<file path="config.mk">
export PLATFORM = sky130hd
export DESIGN_NAME = fetch_redirect_unit
export DESIGN_NICKNAME = d
export VERILOG_FILES = /design/src/rtl/fetch_redirect_unit.sv
export SDC_FILE = /design/constraint.sdc
export NUM_CORES = 1
export LEC_CHECK = 0
export CAP_MARGIN = 20
export CORE_MARGIN = 2
export CORE_UTILIZATION = 45
export CTS_BUF_LIST = sky130_fd_sc_hd__clkbuf_8
export DETAILED_ROUTE_END_ITERATION = 7
export GPL_TIMING_DRIVEN = 1
export PLACE_DENSITY = 0.9
export SETUP_SLACK_MARGIN = 0.05
export SLEW_MARGIN = 20
export SYNTH_ARGS = -nofsm -noshare
export SYNTH_HDL_FRONTEND = slang
export SYNTH_SLANG_ARGS = --single-unit
</file>
<file path="constraint.sdc">
create_clock -name clk -period 3 [get_ports clk]
set_clock_uncertainty 0.05 [all_clocks]
set_input_delay 0.9 -clock clk [delete_from_list [all_inputs] [get_ports clk]]
set_output_delay 0.9 -clock clk [all_outputs]
set_load 0.05 [all_outputs]
</file>
<file path="src/rtl/fetch_redirect_unit.sv">
// IF-stage PC register and IF/ID pipeline register; redirects fetch on an ID-stage
// taken branch, squashes the wrong-path instruction, honours stalls, counts flushes.
module fetch_redirect_unit #(
    parameter logic [31:0] RESET_PC  = 32'h0000_0000,
    parameter logic [31:0] NOP_INSTR = 32'h0000_0000,
    parameter int          CNT_W     = 16
) (
    input  logic             clk,
    input  logic             reset,
    input  logic             stall,
    input  logic             branch_flag,
    input  logic [31:0]      branch_target,
    input  logic [31:0]      instr_in,
    output logic [31:0]      pc,
    output logic [31:0]      ifid_instr,
    output logic [31:0]      ifid_pc_plus4,
    output logic             ifid_valid,
    output logic             flush_pulse,
    output logic             misalign_err,
    output logic [CNT_W-1:0] flush_count,
    output logic [1:0]       dbgState
);

    // Encoding is visible on dbgState: BOOT=0, RUN=1, FLUSH=2.
    typedef enum logic [1:0] {
        BOOT  = 2'd0,
        RUN   = 2'd1,
        FLUSH = 2'd2
    } state_t;

    state_t      state;
    logic [31:0] pcPlus4;
    logic        doAdvance;
    logic        doRedirect;
    logic        targetMisaligned;

    assign pcPlus4          = pc + 32'd4;
    assign targetMisaligned = (branch_target[1:0] != 2'b00);

    // A branch only exists when ID holds a real instruction; stall outranks it.
    always_comb begin
        doAdvance  = 1'b0;
        doRedirect = 1'b0;
        case (state)
            BOOT:    doAdvance = 1'b1;
            RUN: begin
                if (!stall) begin
                    if (branch_flag && ifid_valid) doRedirect = 1'b1;
                    else                           doAdvance  = 1'b1;
                end
            end
            FLUSH:   doAdvance = !stall;
            default: doAdvance = 1'b0;
        endcase
    end

    always_ff @(posedge clk) begin
        if (reset) begin
            state         <= BOOT;
            pc            <= RESET_PC;
            ifid_instr    <= NOP_INSTR;
            ifid_pc_plus4 <= 32'd0;
            ifid_valid    <= 1'b0;
            flush_pulse   <= 1'b0;
            misalign_err  <= 1'b0;
            flush_count   <= '0;
        end else begin
            flush_pulse <= 1'b0;
            if (doRedirect) begin
                pc            <= {branch_target[31:2], 2'b00};
                ifid_instr    <= NOP_INSTR;
                ifid_pc_plus4 <= 32'd0;
                ifid_valid    <= 1'b0;
                flush_pulse   <= 1'b1;
                if (flush_count != '1) flush_count <= flush_count + CNT_W'(1);
                if (targetMisaligned) misalign_err <= 1'b1;
                state         <= FLUSH;
            end else if (doAdvance) begin
                pc            <= pcPlus4;
                ifid_instr    <= instr_in;
                ifid_pc_plus4 <= pcPlus4;
                ifid_valid    <= 1'b1;
                state         <= RUN;
            end else if (state != RUN && state != FLUSH && state != BOOT) begin
                state <= BOOT;
            end
        end
    end

    assign dbgState = state;

endmodule

</file>
Word level (Yosys, flattened, before mapping)
Index checks and enable logic that the tools add are counted.
{ "classes": {"add_sub_neg": 2, "eq_ne": 5, "mux": 12, "reduce_logical": 13} }
{ "ops": {"columns": ["op", "count"], "rows": [
  ["two-way mux 32 bit", 2],
  ["adder 32 x 3 -> 32 bit (second input constant)", 1],
  ["adder 16 x 1 -> 16 bit (second input constant)", 1],
  ["inequality test 16 bit (second input constant)", 1],
  ["nonzero test 2 bit", 4],
  ["two-way mux 1 bit", 6],
  ["two-way mux 2 bit", 3],
  ["AND reduction 2 bit", 2],
  ["logical AND 1 bit", 3],
  ["one-hot mux 1 bit (3 select lines)", 1],
  ["nonzero test 3 bit", 1],
  ["equality test 2 x 1 -> 1 bit (second input constant)", 1],
  ["equality test 2 bit (second input constant)", 1],
  ["zero test 2 bit", 1],
  ["inequality test 2 x 1 -> 1 bit (second input constant)", 1],
  ["inequality test 2 bit (second input constant)", 1],
  ["OR reduction 2 bit", 1],
  ["zero test 1 bit", 1]
]} }
{ "word_totals": {"reg_bits": 117, "inputBits": 68, "out_inout_bits": 117, "word_cells": 42} }

Depth between registers and ports, before layout
{ "logic_depth": {"depth_word": 6, "ltp_mapped": 8, "ltp_nobuf": 6} }

Least setup slack after synthesis
No wires, ideal clock.
{ "synth_timing": {"path_type": "input port to flip-flop", "startpoint": "input stall", "endpoint": "register pc[25]", "setup_time_ns": 0.122, "arrival_time_ns": 2.305, "t_required_ns": 2.828, "slack_ns": 0.523, "stages": 7, "path_buffers": 2, "path_cell_list": "buf_2 -> a21oi_1 -> or2_2 -> buf_2 -> and3_1 -> mux2_1 -> a221o_1"} }
{ "synth_via": {"elab_chain_cells": 3} }
{ "synth_rtl": {"columns": ["element", "line", "text"], "rows": [
  ["start, declared", "10", "input logic stall,"],
  ["two-way mux 1 bit / zero test 1 bit (equally long branches)", "47, 52", null],
  ["one-hot mux 1 bit (3 select lines) / two-way mux 1 bit (equally long branches)", "44", "case (state)"],
  ["nonzero test 2 bit (no source line) / two-way mux 32 bit (equally long branches)", null, null],
  ["end signal, assigned", "70", "pc <= {branch_target[31:2], 2'b00};"],
  ["end signal, assigned", "79", "pc <= pcPlus4;"],
  ["end, declared", "14", "output logic [31:0] pc,"]
]} }
Parallel ways exist; a longest one is shown, timed or not.
A chain may end at the register's enable or synchronous reset.

Worst setup path in the final report
{ "layout_timing": {"startpoint": "register pc[11]", "endpoint": "output pc[11]"} }
No word-level cell between the ends.

==> metrics.md <==
| Metric | Value |
|---|---|
| Post-layout minimum cycle time | `2.81 ns` |
| Crit-path cells | `clkdlybuf4s50_1` |
| Syn Area/Cell | `between 8 and 9 um2` |
| Seq/Total Area, Yosys | `47.1%` |
| Worst Path Required | `~2 ns` |
| Status | `finished clean` |
| CP max FO | `10` |
| Worst VDD drop | `0.000299 V` |
| Final Hold Fails | `0` |
| Number of global-route vias before repair | `4614` |
| Clock root buffer master | `clkbuf_8` |
| Max Fclk | `356 MHz` |
| Area Overhead vs Synth | `50.1%` |
| Most frequent cells after synthesis | `113 x dfxtp_1, 112 x nand2_1, 44 x a21oi_1` |
| CTS tree | `yes` |
| First-pass detailed-route iteration total | `8` |
| Iter 0 DRT Violations | `324` |
| Number of enable flip-flop cells after synthesis | `0` |
| Dpl ws | `around 0.08 ns` |
| Clock latency on the worst-skew pair | `0.41 ns` |
| PD cells | `527 mW/mm2` |
| Die area | `0.0115 mm2` |
| Final wirelength | `14500 um` |
| Worst setup EP type | `primary output` |
| Slew Viols, Final | `0` |
| PortBufs | `180` |
| Post-DR wirelength/cell | `16.3 um` |
| DIE WIDTH | `~110 um` |
| Yosys warns | `0` |
| Placer Congestion | `0.867` |
| Worst path buffer plus inverter count | `1` |
| Final #Nets | `808` |
| Tightest Hold Check Type | `flip-flop to flip-flop` |
| Register area | `0.00226 mm2` |
| Initial antenna violation count | `0` |
| Setup CP Type | `flip-flop to primary output` |
| Max_cap viols | `0` |
| Synthesis-stage register bit count | `113` |
| Chip Height | `around 110 um` |
| Post-DP HPWL | `10300 um` |
| Crit-path leading delay family | `buffers and inverters` |
| Final worst slack | `0.194 ns` |
| Global-route wire length before repair | `22500 um` |
| Share of cells above drive strength 1 | `about 7.9%` |
| RSZ-0062 raised after global routing | `no` |
| Dominant synthesized flop cell | `dfxtp_1` |
| Hold Crit Start | `ifid_pc_plus4[13]` |
| Hold buffers post-CTS | `0` |
| Vias/cell | `between 5 and 6` |
| Area leader, netlist | `dfxtp_1` |
| Area contributors post-synth | `dfxtp_1 47%, nand2_1 8.8%, xor2_1 5.3%, a21oi_1 4.6%, o21ai_0 3.9%` |
| H-tree Lvls | `4` |
| Io pins | `between 150 and 200` |
| Largest stage delay on the critical path | `0.90 ns` |
| Share of synthesized registers carrying an async set or reset | `0%` |
| Endpoints failing setup | `0` |
| RR Startpoint | `pc[2]` |
| Critical path startpoint | `pc[11]` |
| Synthesized area | `0.00480 mm2` |
| Total GRT Usage | `24.6%` |
| Clock sinks | `about 110` |
| Clock-pin slew on the worst setup and hold paths | `0.07 ns` |
| Slowest cell on crit path | `clkdlybuf4s50_1` |
| Area taken by multi-input logic gates | `around 0.0024 mm2` |
| Via Count | `4971` |
| Post-Syn Instances | `562` |
| Fill cells | `781` |
| CP Launch Type | `flip-flop` |
| Worst rel slew slack | `56.7%` |
| Leakage | `2.68 nW` |
| Synth unique cells | `52` |
| Count leader, synth | `dfxtp_1` |
| Diodes inserted | `0` |
| Worst slew pin tran | `0.649 ns` |
| Post-route ant nets | `0` |
| Largest net degree at the start of global routing | `between 40 and 50` |
| DRC errors left | `0` |
| Starting density of the core | `a little under half` |
| Post-CTS resize count | `0` |
| Clock tree buffer depth | `2` |
| Post-synth top area share | `47.1%` |
| Core Area | `0.0103 mm2` |
| Setup_tns | `0 ns` |
| CTS buffer count | `17` |
| Postcts setup bufs | `0` |
| Period Utilization, post-route | `93.5%` |
| Gr ovfl total | `0` |
| Row count | `37` |
| Worst endpoint data arrival time | `1.86 ns` |
## final timing paths
kind | end | slack, ns | cells after the start
setup / recovery | pc[11] | 0.19 | 1
hold / removal | ifid_pc_plus4[13] | 0.40 | 2
setup reg to reg | pc[20] | 0.76 | 6
hold reg to reg | ifid_pc_plus4[13] | 0.40 | 2
## cell type report
| cell class | instances | area share, % |
|---|---|---|
| clock buffers | 17 | 3.25 |
| clock inverters | 15 | 2.69 |
| inverters | 5 | 0.260 |
| multi-input cells | 406 | 32.8 |
| flip-flops and latches | 113 | 31.4 |
| well taps | 136 | 2.36 |
| repair buffers | 195 | 27.3 |
## layout by cell type (no fill, tap or decap), types with 3 or more instances in the layout
master,Yosys,layout
clkdlybuf4s50_1,0,180
dfxtp_1,113,113
nand2_1,112,112
a21oi_1,44,43
o21ai_0,37,37
nor2_1,37,36
xor2_1,29,29
clkbuf_8,0,17
nand3_1,16,16
nand4_1,14,14
xnor2_1,11,11
buf_4,4,11
a211oi_1,10,10
a22oi_1,10,10
and3_1,9,9
inv_1,5,6
and4_1,6,6
a221o_1,6,6
o311ai_0,5,5
a21o_1,5,5
o2111ai_1,4,4
conb_1,1,4
clkinv_2,0,4
bufinv_16,0,4
clkinv_4,0,4
buf_12,0,4
or2_2,3,3
nor4_1,3,3
or3_1,3,3
nor3_1,3,3
o211ai_1,3,3
a31oi_1,3,3
## power breakdown
group | switching [W] | internal, W | leakage [nW]
logic | 0.000391 | 0.000245 | 1.54
registers | 0.0000536 | 0.00156 | 0.921
clock network | 0.000644 | 0.000900 | 0.216
total | 0.00109 | 0.00271 | 2.68
## layer usage
| metal | vias up | part of all wire, % | global-route usage, % |
|---|---|---|---|
| met1 | 2367 | 38 | 28.0 |
| li1 | 2323 | - | - |
| met5 | - | 0 | 0 |
| met3 | 42 | 5.9 | 5.21 |
| met4 | 0 | 3.4 | 13.5 |
| met2 | 239 | 53 | 42.8 |
## state kept, by name (all words and copies together) (netlist names)
| signal | count |
|---|---|
| ifid_instr | 32 |
| ifid_pc_plus4 | 30 |
| pc | 30 |
| flush_count | 16 |
| dbgState | 2 |
| flush_pulse | 1 |
| ifid_valid | 1 |
| misalign_err | 1 |
## through the flow
stage	cells	cell area, um2	total power [W]	hold slack (ns)	utilization [%]
5_1_grt	887	7210	0.00392	0.428	69.8
4_1_cts	887	7210	0.00380	0.406	69.8
3_5_place_dp	855	6780	0.00228	0.393	65.7
6_report	887	7210	0.00379	0.402	69.8
3_3_place_gp	855	6780	0.00226	0.386	65.7
2_1_floorplan	565	4810	0.00201	0.614	-
## logic make-up after synthesis
family,synth area share [%]
flip-flops,47.1
AO/OA/AOI/OAI,18.5
buffers and inverters,4.25
other,0.0781
XOR/XNOR,7.30
AND/OR/NAND/NOR,21.5
multiplexers,0.678
adder cells (fa/ha/maj),0.521
No activity file was read; power rests on OpenSTA's default activity.
